--- src/rtl/pmem_arbiter.sv ---
// pmem_arbiter: shares one line-wide memory port between the I-cache and
// D-cache miss paths. One line transaction at a time: the winner's command is
// latched on grant, mem_resp/mem_rdata are steered back to the winner only,
// and a one-cycle turnaround separates consecutive grants.
// Build option PMEM_ARB_RR_EN: round-robin between the two caches on
// contention. Without it, fixed priority D write > D read > I read.
module pmem_arbiter #(
    parameter int s_line = 256,
    parameter int s_addr = 32
) (
    input  logic              clk,
    input  logic              rst,
    input  logic              i_pmem_read,
    input  logic [s_addr-1:0] i_pmem_address,
    output logic [s_line-1:0] i_pmem_rdata,
    output logic              i_pmem_resp,
    input  logic              d_pmem_read,
    input  logic              d_pmem_write,
    input  logic [s_addr-1:0] d_pmem_address,
    input  logic [s_line-1:0] d_pmem_wdata,
    output logic [s_line-1:0] d_pmem_rdata,
    output logic              d_pmem_resp,
    output logic              mem_read,
    output logic              mem_write,
    output logic [s_addr-1:0] mem_address,
    output logic [s_line-1:0] mem_wdata,
    input  logic [s_line-1:0] mem_rdata,
    input  logic              mem_resp
);

    typedef enum logic [1:0] {IDLE, SERVE_I, SERVE_D, DONE} state_t;
    typedef enum logic {GRANT_I, GRANT_D} grant_t;

`ifdef PMEM_ARB_RR_EN
    localparam bit rr_en = 1'b1;
`else
    localparam bit rr_en = 1'b0;
`endif

    state_t state;
    grant_t last_grant;
    logic   i_req;
    logic   d_req;
    logic   grant_d;

    assign i_req = i_pmem_read;
    assign d_req = d_pmem_read | d_pmem_write;

    // Winner selection for the IDLE cycle: D unless round-robin says it is I's turn.
    always_comb begin
        // NOTE: give every always_comb output a default first so no path can infer a latch.
        grant_d = 1'b0;
        if (d_req) begin
            if (!i_req || !rr_en) begin
                grant_d = 1'b1;
            end else begin
                grant_d = (last_grant == GRANT_I);
            end
        end
    end

    // Arbitration FSM; the mem_* command outputs are the latched command registers.
    always_ff @(posedge clk) begin
        // NOTE: sequential state uses non-blocking assignments so every register sees pre-edge values.
        if (!rst) begin
            state       <= IDLE;
            last_grant  <= GRANT_I;
            mem_read    <= 1'b0;
            mem_write   <= 1'b0;
            mem_address <= '0;
            mem_wdata   <= '0;
        end else begin
            case (state)
                IDLE: begin
                    if (grant_d) begin
                        // Writeback before refill when the D-cache raises both.
                        state       <= SERVE_D;
                        last_grant  <= GRANT_D;
                        mem_address <= d_pmem_address;
                        mem_write   <= d_pmem_write;
                        mem_read    <= ~d_pmem_write;
                        mem_wdata   <= d_pmem_write ? d_pmem_wdata : '0;
                    end else if (i_req) begin
                        state       <= SERVE_I;
                        last_grant  <= GRANT_I;
                        mem_address <= i_pmem_address;
                        mem_write   <= 1'b0;
                        mem_read    <= 1'b1;
                        mem_wdata   <= '0;
                    end
                end
                SERVE_I, SERVE_D: begin
                    // Command stays frozen until memory completes; clearing it keeps DONE/IDLE quiet.
                    if (mem_resp) begin
                        state       <= DONE;
                        mem_read    <= 1'b0;
                        mem_write   <= 1'b0;
                        mem_address <= '0;
                        mem_wdata   <= '0;
                    end
                end
                DONE: begin
                    state <= IDLE;
                end
                default: begin
                    state <= IDLE;
                end
            endcase
        end
    end

    // Completion steering: only the current winner sees mem_resp, and only while serving.
    always_comb begin
        i_pmem_resp  = (state == SERVE_I) && mem_resp;
        d_pmem_resp  = (state == SERVE_D) && mem_resp;
        i_pmem_rdata = i_pmem_resp ? mem_rdata : '0;
        d_pmem_rdata = d_pmem_resp ? mem_rdata : '0;
    end

endmodule

--- config.mk ---
export PLATFORM = sky130hd
export DESIGN_NAME = pmem_arbiter
export DESIGN_NICKNAME = d
export VERILOG_FILES = /design/src/rtl/pmem_arbiter.sv
export SDC_FILE = /design/constraint.sdc
export NUM_CORES = 1
export LEC_CHECK = 0
export BUFFER_PORTS_ARGS = -buffer_cell sky130_fd_sc_hd__buf_2
export CAP_MARGIN = 40
export CORE_AREA = 5 5 543 545
export CTS_CLUSTER_SIZE = 8
export DETAILED_ROUTE_END_ITERATION = 10
export DIE_AREA = 0 0 548 550
export PLACE_DENSITY = 0.3
export SLEW_MARGIN = 0
export SYNTH_ARGS = -nofsm -noshare
export SYNTH_HDL_FRONTEND = slang
export SYNTH_SLANG_ARGS = --single-unit
--- constraint.sdc ---
create_clock -name clk -period 2 [get_ports clk]
set_clock_uncertainty 0.05 [all_clocks]
set_input_delay 0.1 -clock clk [delete_from_list [all_inputs] [get_ports clk]]
set_output_delay 0.1 -clock clk [all_outputs]
set_load 0.03 [all_outputs]
==> results of run 1 <==
-- stage by stage --
step / util (%) / std cells / TNS, ns / instance area [um2] / total power, mW
2_1_floorplan: - / 1931 / 0 / 14800 / 20.3
5_1_grt: 13.0 / 7492 / -242.61 / 37700 / 50.4
3_5_place_dp: 9.76 / 7027 / -2.24 / 28300 / 35.0
4_1_cts: 12.4 / 7450 / -205.29 / 35900 / 47.7
3_3_place_gp: 9.76 / 7027 / -2.68 / 28300 / 35.1
6_report: 13.0 / 7496 / -157.33 / 37700 / 47.6
-- logic make-up (layout without fill, tap and decap cells) --
| kind of cell | Yosys count | after routing | share of synthesized area (%) |
|---|---|---|---|
| simple gates | 1035 | 1035 | 39.6 |
| compound gates | 298 | 298 | 11.1 |
| flops | 292 | 292 | 39.6 |
| buf+inv | 269 | 1999 | 7.12 |
| mux | 34 | 34 | 2.32 |
| fa+ha+maj | 3 | 3 | 0.254 |
| other cells | 0 | 35 | 0 |
-- critical path, stage by stage (launching register included) --
cell and delay [ns]:
dfxtp_2 0.32, inv_2 0.06, buf_6 0.10, ha_4 0.16, buf_16 0.15, buf_16 0.16
buf_12 0.13, buf_16 0.12, and3_4 0.22, buf_12 0.13
-- final cells by class --
type	instances	area (um2)	share of cell area, %
Antenna cell	35	87.6	0.232
Clock buffer	48	1130	2.99
Clock inverter	7	118	0.312
Multi-Input combinational cell	1370	9250	24.6
Tap cell	3800	4750	12.6
Inverter	4	15.0	0.0399
Timing Repair Buffer	1940	16500	43.7
Sequential cell	292	5850	15.5
-- power by group through the flow --
stage | logic [mW] | clock network, mW | registers (mW)
after floorplan | 9.09 | 0 | 11.2
after global placement | 26.6 | 0 | 8.54
after detailed placement | 26.5 | 0 | 8.51
after CTS | 31.5 | 7.77 | 8.46
after global routing | 33.9 | 7.89 | 8.61
final | 31.8 | 7.39 | 8.43
-- layout by cell type (no fill, tap or decap), types with 2 or more instances in the layout --
cell type and count:
inv_1 2, and3_2 14, inv_16 2, nand4_1 257, buf_16 24, diode_2 35
dfxtp_2 2, clkbuf_4 43, nor2_4 2, ha_4 2, clkbuf_16 53, dlygate4sd3_1 326
dfxtp_1 290, and3_1 239, buf_4 163, o2bb2ai_1 32, o21ai_0 259, o31ai_1 2
clkinv_2 2, buf_6 261, inv_2 2, buf_12 120, clkbuf_1 3, and3_4 259
mux2i_1 33, nand2_1 257, buf_2 950, a21oi_1 2, buf_8 43
-- worst paths after layout --
path | startpoint | to | slack, ns | cells after the start
worst max-delay path | state[0] | d_pmem_rdata[171] | -0.37 | 9
worst max register to register | state[0] | mem_wdata[90] | -0.14 | 9
worst min register to register | mem_wdata[12] | mem_wdata[12] | 0.40 | 2
worst min-delay path | d_pmem_write | mem_wdata[246] | -0.001 | 4
-- routing by layer --
metal  vias to the layer above  GRT usage (%)  wire length, um
met5                         -              0              322
met1                     11200           14.6            79900
met3                       345           6.41            24400
met4                        52           5.02            10500
li1                      10500              -                -
met2                      1371           23.4           103000
-- state kept, by name, indices dropped and copies added (netlist names) --
signal and count:
mem_read 1, mem_wdata 256, mem_write 1, state 2
mem_address 32
-- cell usage after synthesis, types with 4 or more instances --
cell type / instances
nand4_1: 257
nand2_1: 257
and3_1: 512
buf_1: 12
mux2i_1: 33
inv_1: 4
o21ai_0: 259
o2bb2ai_1: 32
buf_2: 14
clkbuf_1: 236
dfxtp_1: 292
-- repair_timing --
| action | 4_1_cts | 5_1_grt |
|---|---|---|
| pin swaps | 5 | 5 |
| endpoints found under the hold margin | 290 | 0 |
| hold buffers | 326 | 0 |
| endpoints found under the setup margin | 588 | 803 |
| gates cloned | 23 | 9 |
| setup buffers | 22 | 10 |
| gates resized for setup | 666 | 524 |
==> flow_summary.yaml, run 1 <==
outcome:
  outcome: "finished with violations"
  violations: "negative hold slack, negative setup slack"
sta:
  max-slew-margin-rel_pct: 38.5
  hold_viol: 1
  fmax_mhz: 423
  finalCritPeriodShare_pct: 118
  rsz0062_at_grt: "true"
  whs_ns: -0.00150
  setup_viol: 782
  finalMaxSlewViolations: 0
  finalWorstSetupSlack_ns: -0.365
  post-route-min-period_ns: 2.37
  tightest_slew_ns: 0.923
logic_synthesis:
  ys.warnings.count: 0
  synth-edff-count: 0
  synthTopCellsByArea: "dfxtp_1, and3_1, nand4_1"
  synth_fp_nets: 2516
  yosys_register_bits: 292
  avgSynthCellArea_um2: 7.64
  synth_cells: 1931
  synth_flop_cell: "dfxtp_1"
  yosysTopAreaCell: "dfxtp_1"
  synth_area_um2: 14800
  async_reset_ff_share_pct: 0
  synth_cell_types: 26
  synth_top_area_share_pct: 39.6
  seq_area_frac_synth_pct: 39.6
layout:
  final_layout_size_suffix_gt1_share_pct: 53.4
  areaGrowthSynthToFinish_pct: 155
  final.fill_count: 33500
  nNetsFinal: 4237
global_route:
  grt.overflow.total: 0
  grt_max_degree: 143
  grt_pass1_wl_um: 268000
  first_global_vias: 23900
  antenna_found_initial: 124
  grt_usage_pct: 13.6
clock_tree:
  numCtsBuffers: 44
  cts_tree: "done"
  clk_pin_slew_ns: 0.05
  cts_root_buf: "clkbuf_16"
  clkLatencyLatePin_ns: 0.60
  htreeDepth: 2
  clockBufferDepth: 3
  cts_sinks: 292
pwr:
  p_seq_share_pct: 17.7
  clkPwrFrac_pct: 15.5
  p_comb_share_pct: 66.8
  power_switching_mw: 24.4
  power.leakage_nw: 16.5
  peakVddDrop_v: 0.000944
  swShare_pct: 51.2
  p_int_mw: 23.3
  powerDensity_nw_per_um2: 1260
setup_path:
  crit_path_start_kind: "flop"
  cp.required_ns: 1.85
  worst-path-max-fanout: 8
  crit_arrival_ns: 2.22
  crit_type: "reg2out"
  end_kind: "output port"
placed_design:
  dp_hpwl_um: 188000
  place_ws_ns: -0.0711
  place_congestion: 0.941
  portBuffers: 1385
routing:
  via_per_inst: 3.14
  final_antenna_net_count: 0
  drtPass1Iterations: 5
  via_count: 23500
  drtIter0Drc: 1324
  wl_um: 218000
  drc: 0
  routedWlPerCell_um: 29.1
floorplan:
  ios: 1386
  die_area_um2: 301000
  dieHeight_um: 550
  fp.dieW_um: 548
  coreArea_um2: 290000
  initial_utilization_pct: 5.09
  rows: 198
flow_run:
  maxCapViolations: 0
hold_path:
  hold_class: "in2reg"
Note: power is estimated with default switching activity, not from simulation.
==> run 2: changes to the inputs <==
- CORE_AREA: 5 5 543 545 -> 3 3 541 543
- DIE_AREA: 0 0 548 550 -> 0 0 544 546
- TNS_END_PERCENT: not set -> 50
==> flow_summary.yaml, run 2 (synthesized netlist as in run 1, its figures left out) <==
outcome:
  outcome: "finished with violations"
  violations: "negative setup slack"
clock_tree:
  cts_sinks: 292
  cts_root_buf: "clkbuf_16"
  clk_pin_slew_ns: 0.05
  clockBufferDepth: 3
  numCtsBuffers: 46
  clkLatencyLatePin_ns: 0.60
  cts_tree: "done"
  htreeDepth: 2
placed_design:
  place_ws_ns: 0.00137
  place_area_um2: 27700
  portBuffers: 1385
  dp_hpwl_um: 175000
  place_congestion: 0.910
layout:
  areaGrowthSynthToFinish_pct: 147
  multi_input_area_um2: 8720
  final_layout_size_suffix_gt1_share_pct: 49.5
  layout_commonest_cell: "buf_2"
  mostFrequentLayoutCells: "buf_2, and3_1, dlygate4sd3_1"
  seq_area_um2: 5850
  largest_register: "mem_wdata"
  stdcell_area_um2: 36400
  largest_registers: "mem_wdata x256, mem_address x32, state x2"
  final.fill_count: 33200
  nNetsFinal: 4173
  largest_reg_flops: 256
sta:
  hold_viol: 0
  max-slew-margin-rel_pct: 40.5
  tightest_slew_ns: 0.892
  fin_tns_setup_ns: -161.87
  post-route-min-period_ns: 2.35
  finalMaxSlewViolations: 0
  finalWorstSetupSlack_ns: -0.351
  setup_viol: 792
  rsz0062_at_grt: "true"
  finalCritPeriodShare_pct: 118
  whs_ns: 0.216
  fmax_mhz: 425
setup_path:
  r2r_end: "mem_wdata[100]"
  worst-path-max-fanout: 27
  crit_path_start_kind: "flop"
  cp.required_ns: 1.85
  cp-endpoint: "d_pmem_rdata[26]"
  r2r-start: "state[1]"
  worstSetupStartpoint: "state[0]"
  reg2reg_slack_ns: -0.26
  crit_arrival_ns: 2.20
  cp_cell_sequence: "inv_2 -> buf_6 -> ha_4 -> buf_16 -> buf_16 -> and3_4 -> buf_12"
  crit_type: "reg2out"
  path_buf_inv: 5
  worst_path_most_repeated_cell: "buf_16"
  cpMaxStageDelayCell: "dfxtp_2"
  crit_cells: 7
  path_delay_family: "buffers and inverters"
  cpPeakStageDelay_ns: 0.32
  end_kind: "output port"
  rr_worst_depth: 9
global_route:
  first_global_vias: 23200
  grt_usage_pct: 13.2
  grt_max_degree: 168
  grt_pass1_wl_um: 257000
  grt.overflow.total: 0
  antenna_found_initial: 141
pwr:
  powerDensity_nw_per_um2: 1280
  power.leakage_nw: 16.4
  peakVddDrop_v: 0.000965
  finalPower_mw: 46.6
floorplan:
  initial_utilization_pct: 5.12
  dieHeight_um: 546
  die_area_um2: 297000
  coreArea_um2: 288000
  rows: 197
  ios: 1386
  fp.dieW_um: 544
routing:
  final_antenna_net_count: 0
  drtIter0Drc: 1372
  drtPass1Iterations: 5
  via_per_inst: 3.13
  wl_um: 210000
  drc: 0
  via_count: 23400
  routedWlPerCell_um: 28.1
flow_run:
  maxCapViolations: 0
hold_path:
  holdPathStages: 4
  hold_class: "in2reg"
-- run 2: how the worst min path moves through the flow --
stage                           start        endpoint  slack (ns)
floorplan             d_pmem_wdata[0]    mem_wdata[0]        0.20
global placement    d_pmem_wdata[197]  mem_wdata[197]        0.29
detailed placement  d_pmem_wdata[217]  mem_wdata[217]        0.30
CTS                  d_pmem_wdata[67]   mem_wdata[67]        0.14
global route         d_pmem_wdata[70]   mem_wdata[70]        0.19
finish               d_pmem_wdata[61]   mem_wdata[61]        0.22
-- run 2: layer usage --
metal	global-route usage, %	routed length [um]	vias to the layer above
met5	0	200	-
met4	5.95	9960	30
met2	23.3	104000	1327
met1	13.4	73900	11300
li1	-	-	10500
met3	5.66	22500	319
-- run 2: cell type report --
type | instances | area share [%]
Clock buffer | 55 | 3.45
Timing Repair Buffer | 1874 | 42.5
Tap cell | 3781 | 13.0
Antenna cell | 103 | 0.708
Sequential cell | 292 | 16.1
Inverter | 4 | 0.0412
Multi-Input combinational cell | 1370 | 23.9
Clock inverter | 8 | 0.309
-- run 2: timing repair --
action,in CTS,in global routing
cloned,19,16
pin swaps,2,3
resized for setup,368,567
endpoints found under the setup margin,520,792
buffers inserted,24,12
hold endpoints to repair,291,0
hold buffers,325,0
-- run 2: where the power goes --
group | internal [mW] | switching (mW)
sequential | 7.39 | 0.962
combinational | 10.6 | 19.7
clock | 4.63 | 3.23
total | 22.6 | 23.9
-- run 2: stage by stage --
stage | cells | utilization (%)
2_1_floorplan | 1931 | -
3_3_place_gp | 6935 | 9.62
3_5_place_dp | 6935 | 9.62
4_1_cts | 7366 | 11.9
5_1_grt | 7468 | 12.6
6_report | 7487 | 12.6
-- run 2: worst register-to-register path: stages, from the launching register on --
cell	delay, ns
dfxtp_2	0.33
inv_2	0.04
buf_4	0.12
buf_4	0.12
ha_1	0.36
mux2_8	0.41
buf_12	0.17
buf_12	0.29
nand4_1	0.14
o21ai_0	0.11
==> run 3: changes to the inputs <==
- ABC_AREA: not set -> 1
- CORE_AREA: 3 3 541 543 -> 3 3 544 546
- DIE_AREA: 0 0 544 546 -> 0 0 547 549
==> flow_summary.yaml, run 3 <==
sta:
  hold_viol: 0
  post-route-min-period_ns: 2.47
  max-slew-margin-rel_pct: 55.2
  tightest_slew_ns: 0.665
  fmax_mhz: 405
  finalWorstSetupSlack_ns: -0.469
  setup_viol: 673
  finalMaxSlewViolations: 0
  rsz0062_at_grt: "true"
  finalCritPeriodShare_pct: 123
logic_synthesis:
  synth_common_cells: "nor2_1, nand2_1, inv_1"
  synth_cells: 2854
  ys.warnings.count: 0
  synthSimpleGateAreaFrac_pct: 45.3
  synth-edff-count: 0
  synth_xor_area_share_pct: 0
  synth_flop_cell: "dfxtp_1"
  seq_area_frac_synth_pct: 37.0
  synthTopCellsByArea: "dfxtp_1, nor2_1, nand2_1"
  synth.mux.area_fraction_pct: 0
  yosys.area_share.adder_pct: 0.238
  synth_top_family_by_area: "simple AND/OR/NAND/NOR gates"
  yosys_register_bits: 292
  yosys.cell_count.top_type: "nor2_1"
  synth_cell_types: 19
  avgSynthCellArea_um2: 5.54
  synth_area_um2: 15800
  synth_compound_area_share_pct: 3.60
  synth_top_area_share_pct: 37.0
  async_reset_ff_share_pct: 0
  yosysTopAreaCell: "dfxtp_1"
  synth_fp_nets: 3439
global_route:
  grt_pass1_wl_um: 333000
  grt_usage_pct: 17.7
  antenna_found_initial: 244
  first_global_vias: 26000
  grt_max_degree: 59
  grt.overflow.total: 0
routing:
  wl_met3_um: 41400
  final_antenna_net_count: 0
  routedWlPerCell_um: 31.0
  wl_um: 279000
  via_per_inst: 2.98
  dr_wl_met2_um: 129000
  highest_layer: "met5"
  wl_met1_um: 94100
  drtIter0Drc: 1802
  drtPass1Iterations: 5
  via_count: 26800
  drc: 0
clock_tree:
  cts_tree: "done"
  clk_pin_slew_ns: 0.06
  cts_root_buf: "clkbuf_16"
  cts_sinks: 292
  numCtsBuffers: 47
  clkLatencyLatePin_ns: 0.65
  htreeDepth: 2
  clockBufferDepth: 3
setup_path:
  cp.required_ns: 1.85
  end_kind: "output port"
  crit_type: "reg2out"
  worst_path_most_repeated_cell: "buf_12"
  crit_path_start_kind: "flop"
  crit_arrival_ns: 2.32
  cp_cell_sequence: "inv_2 -> buf_6 -> ha_4 -> nand2_8 -> buf_12 -> buf_16 -> buf_12 -> clkbuf_16 -> nor2_1 -> buf_4"
  cpMaxStageDelayCell: "dfxtp_2"
  cpPeakStageDelay_ns: 0.32
  worst-path-max-fanout: 9
floorplan:
  fp.dieW_um: 547
  ios: 1386
  rows: 198
  dieHeight_um: 549
  initial_utilization_pct: 5.43
  coreArea_um2: 291000
  die_area_um2: 300000
hold_path:
  hold_class: "in2reg"
layout:
  layout_commonest_cell: "buf_2"
  final.fill_count: 34300
  nNetsFinal: 5230
  largest_register: "mem_wdata"
  largest_registers: "mem_wdata x256, mem_address x32, state x2"
  areaGrowthSynthToFinish_pct: 142
  mostFrequentLayoutCells: "buf_2, nor2_1, nand2_1"
  multi_input_area_um2: 8810
  fin_cells: 9001
  seq_area_um2: 5850
  largest_reg_flops: 256
  final_layout_size_suffix_gt1_share_pct: 39.6
placed_design:
  portBuffers: 1385
  place_inst: 8131
  place_congestion: 1.30
  place_ws_ns: -0.290
  dp_hpwl_um: 247000
outcome:
  violations: "negative setup slack"
  outcome: "finished with violations"
pwr:
  peakVddDrop_v: 0.000665
  finalPower_mw: 55.8
  power.leakage_nw: 19.2
  powerDensity_nw_per_um2: 1460
flow_run:
  maxCapViolations: 0
## run 3: changes by cell type after synthesis, sizes merged, moves of 49 or more
cell,before,now
and3,512,0
nand4,257,0
nor2,2,1116
clkbuf,236,117
inv,4,358
o21ai,259,68
buf,29,78
nand2,257,750
## run 3: layout make-up
class / instances / share of cell area (%)
multi-input combinational: 2009 / 23.0
timing repair buffer: 1937 / 38.8
inverter: 358 / 3.53
clock inverter: 11 / 0.455
tap: 3900 / 12.8
clock buffer: 57 / 3.25
sequential: 292 / 15.3
antenna: 437 / 2.86
## run 3: kinds of logic (layout without fill, tap and decap cells)
family,after synthesis,after routing
AOI/OAI and AO/OA,113,113
adders and majority gates,3,3
buffers and inverters,553,2363
DFF,292,292
other,0,437
and+or+nand+nor,1893,1893
## run 3: worst max-delay path: cells and delay by family, from the launching register on
family	cells	cell delay, ns
adders and majority gates	1	0.15
buffers and inverters	7	0.98
DFF	1	0.32
and+or+nand+nor	2	0.19
## run 3: metrics by stage
stage | util, % | hold slack [ns] | cell area, um2 | setup TNS [ns]
floorplan | - | 0.191 | 15800 | 0
global placement | 9.99 | 0.286 | 29100 | -0.942
detailed placement | 9.99 | 0.283 | 29100 | -0.930
CTS | 12.3 | 0.00695 | 35700 | -228.75
global route | 13.0 | 0.0885 | 37800 | -245.32
finish | 13.1 | 0.0784 | 38300 | -168.48
## run 3: timing repair
action                     CTS  global route
pin swaps                    5             5
setup buffers               17             3
gates resized for setup    452           355
setup endpoints to repair  603           767
hold endpoints to repair   289             0
gates cloned                12            15
hold buffers               321             0
## run 3: path summary, 6_finish.rpt
| kind | depth (start not counted) | endpoint | slack [ns] | from |
|---|---|---|---|---|
| max | 10 | d_pmem_rdata[68] | -0.47 | state[0] |
| max reg2reg | 9 | mem_wdata[161] | -0.32 | state[0] |
| min | 5 | mem_wdata[161] | 0.08 | d_pmem_wdata[161] |
| min reg2reg | 2 | mem_wdata[206] | 0.42 | mem_wdata[206] |
## run 3: routing by layer
metal	global-route usage [%]	vias to the layer above
li1	-	12300
met1	17.3	12400
met2	29.0	1475
met3	11.6	430
met4	8.06	110
met5	0	-
## run 3: power by group
| part | switching (mW) | internal (mW) | total, mW |
|---|---|---|---|
| Sequential | 1.06 | 7.91 | 8.98 |
| Clock | 3.40 | 4.85 | 8.24 |
| Combinational | 26.0 | 12.6 | 38.6 |
| Total | 30.4 | 25.4 | 55.8 |
